`src/rtl/lsf_event_sequencer.sv`:
```
// Admits one ROI at a time and streams its MDT hits into the Legendre segment finder.
// Hits beyond the accumulation limit are discarded, and a watchdog guards the engine's done strobe.
module lsf_event_sequencer #(
    parameter int unsigned ROI_W          = 32,
    parameter int unsigned HIT_W          = 32,
    parameter int unsigned TIMEOUT_CYCLES = 1024,
    parameter int unsigned CNT_W          = 16
) (
    input  logic             clock,
    input  logic             resetbar,
    input  logic [ROI_W-1:0] roi_data,
    input  logic             roi_empty,
    output logic             roi_re,
    input  logic [HIT_W-1:0] hit_data,
    input  logic             hit_last,
    input  logic             hit_empty,
    output logic             hit_re,
    input  logic [9:0]       histogram_accumulation_count,
    input  logic             freeze,
    output logic [ROI_W-1:0] eng_roi,
    output logic             eng_roi_vld,
    output logic [HIT_W-1:0] eng_hit,
    output logic             eng_hit_vld,
    output logic             eng_eof,
    input  logic             eng_done,
    output logic             busy,
    output logic             timeout_err,
    output logic [CNT_W-1:0] events_done,
    output logic [CNT_W-1:0] dropped_hits
);

    localparam int unsigned LIM_W = 10;
    localparam int unsigned WD_W  = (TIMEOUT_CYCLES > 1) ? $clog2(TIMEOUT_CYCLES) : 1;
    localparam logic [WD_W-1:0] WD_LAST = WD_W'(TIMEOUT_CYCLES - 1);

    typedef enum logic [2:0] {
        IDLE,
        HITS,
        DRAIN,
        FLUSH,
        WAIT_DONE
    } state_t;

    state_t             state, state_nxt;
    logic [LIM_W-1:0]   hit_cnt, hit_cnt_nxt, hit_cnt_inc;
    logic [WD_W-1:0]    wd_cnt, wd_cnt_nxt;
    logic [ROI_W-1:0]   eng_roi_nxt;
    logic [HIT_W-1:0]   eng_hit_nxt;
    logic               eng_roi_vld_nxt;
    logic               eng_hit_vld_nxt;
    logic               eng_eof_nxt;
    logic               busy_nxt;
    logic               timeout_err_nxt;
    logic [CNT_W-1:0]   events_done_nxt;
    logic [CNT_W-1:0]   dropped_hits_nxt;

    assign hit_cnt_inc = hit_cnt + LIM_W'(1);

    // State and all registered outputs.
    always_ff @(posedge clock or negedge resetbar) begin
        if (!resetbar) begin
            state        <= IDLE;
            hit_cnt      <= '0;
            wd_cnt       <= '0;
            eng_roi      <= '0;
            eng_roi_vld  <= 1'b0;
            eng_hit      <= '0;
            eng_hit_vld  <= 1'b0;
            eng_eof      <= 1'b0;
            busy         <= 1'b0;
            timeout_err  <= 1'b0;
            events_done  <= '0;
            dropped_hits <= '0;
        end else begin
            state        <= state_nxt;
            hit_cnt      <= hit_cnt_nxt;
            wd_cnt       <= wd_cnt_nxt;
            eng_roi      <= eng_roi_nxt;
            eng_roi_vld  <= eng_roi_vld_nxt;
            eng_hit      <= eng_hit_nxt;
            eng_hit_vld  <= eng_hit_vld_nxt;
            eng_eof      <= eng_eof_nxt;
            busy         <= busy_nxt;
            timeout_err  <= timeout_err_nxt;
            events_done  <= events_done_nxt;
            dropped_hits <= dropped_hits_nxt;
        end
    end

    // Next-state, FIFO pops and next values of the registered outputs.
    always_comb begin
        state_nxt        = state;
        roi_re           = 1'b0;
        hit_re           = 1'b0;
        hit_cnt_nxt      = hit_cnt;
        wd_cnt_nxt       = wd_cnt;
        eng_roi_nxt      = eng_roi;
        eng_roi_vld_nxt  = 1'b0;
        eng_hit_nxt      = eng_hit;
        eng_hit_vld_nxt  = 1'b0;
        eng_eof_nxt      = 1'b0;
        timeout_err_nxt  = timeout_err;
        events_done_nxt  = events_done;
        dropped_hits_nxt = dropped_hits;

        unique case (state)
            IDLE: begin
                // Pops are held off during reset so no FIFO word is lost.
                roi_re = !roi_empty && !freeze && resetbar;
                if (roi_re) begin
                    eng_roi_nxt     = roi_data;
                    eng_roi_vld_nxt = 1'b1;
                    hit_cnt_nxt     = '0;
                    state_nxt       = HITS;
                end
            end
            HITS: begin
                hit_re = !hit_empty && resetbar;
                if (hit_re) begin
                    eng_hit_nxt     = hit_data;
                    eng_hit_vld_nxt = 1'b1;
                    hit_cnt_nxt     = hit_cnt_inc;
                    // The event's last hit wins over reaching the limit on the same pop.
                    if (hit_last) begin
                        state_nxt = FLUSH;
                    end else if ((histogram_accumulation_count != '0) &&
                                 (hit_cnt_inc == histogram_accumulation_count)) begin
                        state_nxt = DRAIN;
                    end
                end
            end
            DRAIN: begin
                hit_re = !hit_empty && resetbar;
                if (hit_re) begin
                    if (dropped_hits != '1) begin
                        dropped_hits_nxt = dropped_hits + CNT_W'(1);
                    end
                    if (hit_last) begin
                        state_nxt = FLUSH;
                    end
                end
            end
            FLUSH: begin
                eng_eof_nxt = 1'b1;
                wd_cnt_nxt  = '0;
                state_nxt   = WAIT_DONE;
            end
            WAIT_DONE: begin
                if (eng_done) begin
                    events_done_nxt = events_done + CNT_W'(1);
                    state_nxt       = IDLE;
                end else if (wd_cnt == WD_LAST) begin
                    timeout_err_nxt = 1'b1;
                    state_nxt       = IDLE;
                end else begin
                    wd_cnt_nxt = wd_cnt + WD_W'(1);
                end
            end
            default: begin
                state_nxt = IDLE;
            end
        endcase

        busy_nxt = (state_nxt != IDLE);
    end

endmodule

```
`config.mk`:
```
export PLATFORM = sky130hd
export DESIGN_NAME = lsf_event_sequencer
export DESIGN_NICKNAME = d
export VERILOG_FILES = /design/src/rtl/lsf_event_sequencer.sv
export SDC_FILE = /design/constraint.sdc
export NUM_CORES = 1
export LEC_CHECK = 0
export BUFFER_PORTS_ARGS = -buffer_cell sky130_fd_sc_hd__buf_2
export CAP_MARGIN = 20
export CORE_ASPECT_RATIO = 0.8
export CORE_MARGIN = 1
export CORE_UTILIZATION = 40
export CTS_CLUSTER_DIAMETER = 60
export DETAILED_ROUTE_END_ITERATION = 12
export PLACE_DENSITY_LB_ADDON = 0.25
export SLEW_MARGIN = 20
export SYNTH_ARGS = -nofsm -noshare
export SYNTH_HDL_FRONTEND = slang
export SYNTH_SLANG_ARGS = --single-unit
```
`constraint.sdc`:
```
create_clock -name clock -period 2.8 [get_ports clock]
set_input_delay 0.14 -clock clock [delete_from_list [all_inputs] [get_ports clock]]
set_output_delay 0.14 -clock clock [all_outputs]
set_load 0.005 [all_outputs]
```
==> impl_metrics.env <==
export IMPL_syn_area_mm2=0.005483
export IMPL_drive_gt1_share_pct=28.55
export IMPL_finalCritPeriodShare_pct=78.94
export IMPL_syn_to_final_growth_pct=43.98
export IMPL_highest_layer="met5"
export IMPL_period_needed_ps=2210
export IMPL_io_pin_count=184
export IMPL_cts_buffers=17
export IMPL_wirelength_met1_um=6480
export IMPL_clkPwrFrac_pct=36.4
export IMPL_hpwl_um=9575
export IMPL_rsz0062_at_grt="false"
export IMPL_htreeDepth=4
export IMPL_grt_pass1_wl_um=24290
export IMPL_p_comb_share_pct=23.4
export IMPL_fillers=1084
export IMPL_rows=37
export IMPL_synthAdderAreaFrac_pct=0.9128
export IMPL_place_area_mm2=0.006585
export IMPL_critPathLaunchType="flip-flop"
export IMPL_dr_wl_met2_um=6855
export IMPL_setup_violations=0
export IMPL_path_delay_family="compound AO/OA/AOI/OAI gates"
export IMPL_syn_nets=662
export IMPL_grt_max_degree=51
export IMPL_cts_setup_buffers=0
export IMPL_relSlewSlack_pct=58.78
export IMPL_ir_drop_mv=0.4741
export IMPL_ys_seq_area_share_pct=56.60
export IMPL_endpoint_kind="flip-flop"
export IMPL_tightest_slew_ps=618.2
export IMPL_cts_tree="yes"
export IMPL_start_util_pct=41.85
export IMPL_final_cell_area_mm2=0.007894
export IMPL_vias=5037
export IMPL_synthArstFlopShare_pct=100.0
export IMPL_cts_resized=0
export IMPL_fin_util_pct=60.25
export IMPL_ys_warn_count=0
export IMPL_vias_per_cell=4.938
export IMPL_ys_types=53
export IMPL_synth_cells=577
export IMPL_critPathArrivalTime_ps=2490
export IMPL_syn_area_per_cell_um2=9.502
export IMPL_intPower_uw=4676
export IMPL_cp_required_ps=3080
export IMPL_synth_top_family_by_area="simple AND/OR/NAND/NOR gates"
export IMPL_crit_buf_inv=0
export IMPL_die_h_um=106.7
export IMPL_crit_type="reg2reg"
export IMPL_cts_root_buf="clkbuf_16"
export IMPL_worst_setup_hold_path_clk_slew_ps=60
export IMPL_drc_errors=0
export IMPL_critical_path_max_fanout=6
export IMPL_synth_seq_cells=124
export IMPL_final_hold_viol_count=0
export IMPL_finalNetCount=916
export IMPL_final_max_slew_viol_count=0
export IMPL_hold_class="in2reg"
export IMPL_dieArea_mm2=0.01418
export IMPL_run_status="finished clean"
export IMPL_fin_tns_setup_ps=0
export IMPL_grt_overflow_total=0
export IMPL_insertion_delay_ps=410
export IMPL_synth_top_area_share_pct=56.60
export IMPL_wirelength_um=14750
export IMPL_slowest_stage="dfrtp_1"
export IMPL_path_cells="ha_1 -> and2_4 -> o21a_1 -> o31ai_2 -> o2111ai_1 -> o41ai_2 -> nand3_1"
export IMPL_muxShareOfSynthArea_pct=0.4108
export IMPL_swShare_pct=29.57
export IMPL_routedWlPerCell_um=14.46
export IMPL_drt_pass1_iterations=7
export IMPL_core_area_mm2=0.01310
export IMPL_clock_skew_ps=11.01
export IMPL_switchingPower_uw=1963
export IMPL_drt_antenna_violating_nets=0
export IMPL_synthSimpleGateAreaFrac_pct=26.91
export IMPL_portBuffers=183
export IMPL_dr_wl_met3_um=1122
export IMPL_grt_pass1_vias=4972
export IMPL_seqPwrFrac_pct=40.3
export IMPL_cellPowerDensity_mw_per_mm2=841.1
export IMPL_synth_xor_area_share_pct=7.827
export IMPL_hold_buffers=65
export IMPL_die_x_um=132.9
export IMPL_synth_ff_type="dfrtp_1"
export IMPL_cp_slowest_stage_delay_ps=450
export IMPL_leakage_uw=0.004172
export IMPL_synth_compound_area_share_pct=5.203
export IMPL_fmax_ghz=0.4524
export IMPL_drv_cap=0
export IMPL_yosysTopAreaCell="dfrtp_1"
export IMPL_p_total_uw=6639
export IMPL_cts_sinks=124
export IMPL_grt_total_usage_pct=21.92
export IMPL_synth_edf_count=0
export IMPL_gp_congestion=0.8516
export IMPL_antenna_found_initial=2
export IMPL_clockBufferDepth=2
export IMPL_first_iter_violations=326
export IMPL_synth_top_cells_by_area="dfrtp_1, nand2_1, xnor2_1"
-- logic make-up after synthesis --
kind of cell | Yosys count
multiplexers | 2
buffers and inverters | 27
adder cells (fa/ha/maj) | 4
flip-flops | 124
AO/OA/AOI/OAI | 38
AND/OR/NAND/NOR | 333
XOR/XNOR | 49
-- routing by layer --
layer / global-route usage (%) / up-vias
li1: - / 2399
met2: 35.75 / 227
met5: 0 / -
met3: 6.761 / 32
met1: 27.67 / 2377
met4: 7.471 / 2
-- final timing paths --
path                            slack, ps  cells after the start                 endpoint                     from
min in group asynchronous             380                      3           busy$_DFF_PN0_                 resetbar
worst min-delay path                   40                      3       state[0]$_DFF_PN0_                 hit_last
worst max-delay path                  590                      7           busy$_DFF_PN0_   hit_cnt[0]$_DFFE_PN0P_
max in group asynchronous            1320                      4   eng_hit[2]$_DFFE_PN0P_                 resetbar
worst max register to register        590                      7           busy$_DFF_PN0_   hit_cnt[0]$_DFFE_PN0P_
worst min register to register        470                      2  eng_roi[15]$_DFFE_PN0P_  eng_roi[15]$_DFFE_PN0P_
-- cell usage in the layout, fill, tap and decap left out, types with 3 or more instances in the layout --
master	n
xor2_1	23
nor4_1	4
inv_2	3
clkinvlp_4	3
clkbuf_16	17
nor2_1	34
dfrtp_1	124
ha_1	4
nand3_1	10
dlygate4sd3_1	65
and3_1	8
nand2_1	232
nand4_1	15
o21ai_1	6
bufinv_16	5
nor3_1	4
buf_4	9
xnor2_1	26
o21ai_0	5
buf_2	182
inv_1	3
nand2b_1	3
o31ai_1	6
a21oi_1	6
-- power by group through the flow --
stage	Sequential, µW	Clock [µW]	Combinational [µW]
2_1_floorplan	2700	0	654
3_3_place_gp	2650	0	1440
3_5_place_dp	2670	0	1480
4_1_cts	2660	2460	1550
5_1_grt	2750	2570	1750
6_report	2670	2420	1550
-- worst min-delay path, stage by stage --
cell	delay, ps
buf_2	130
o41ai_2	90
nand2_1	60
-- area by class of cell --
cell class                 count  area, µm²  area share (%)
timing repair buffer         256       1629           20.64
multi-input combinational    426       2262           28.66
tap                          175      219.0           2.774
clock buffer                  19      442.9           5.611
sequential                   124       3103           39.31
antenna                        1      2.502         0.03170
clock inverter                13      212.7           2.695
inverter                       6      22.52          0.2853
-- flip-flops by register name, summed over array words and instances, names as in the netlist --
register / flops
eng_hit: 32
hit_cnt: 10
state: 3
eng_hit_vld: 1
events_done: 16
dropped_hits: 16
eng_eof: 1
wd_cnt: 10
busy: 1
eng_roi: 32
eng_roi_vld: 1
timeout_err: 1
-- cell usage after synthesis, types with 2 or more instances --
cell and count:
dfrtp_1 124, a21oi_1 6, inv_2 3, nand4_1 15
xnor2_1 26, xor2_1 23, o31ai_2 2, nand3_2 2
o211ai_1 2, or2b_1 2, buf_2 4, and2_1 2
nor2_1 34, buf_1 2, nor2b_1 2, nand3_1 10
o31ai_1 6, o21ai_1 6, ha_1 4, nand2_1 232
nand2b_1 3, and4_1 2, inv_1 3, and3_1 8
o41ai_2 2, o21ai_0 5, nand4b_1 2, clkbuf_1 13
o41ai_1 2, nor4_1 4, nor3_1 4
-- per-stage QoR --
stage | worst slack (ps) | instances | hold WS, ps
after floorplan | 797.1 | 577 | -155.6
after global routing | 455.9 | 1019 | 35.96
final | 589.7 | 1020 | 44.53
after CTS | 600.7 | 1019 | 25.88
after global placement | 727.7 | 922 | 234.3
after detailed placement | 597.5 | 922 | 237.1
Note: power is estimated with default switching activity, not from simulation.
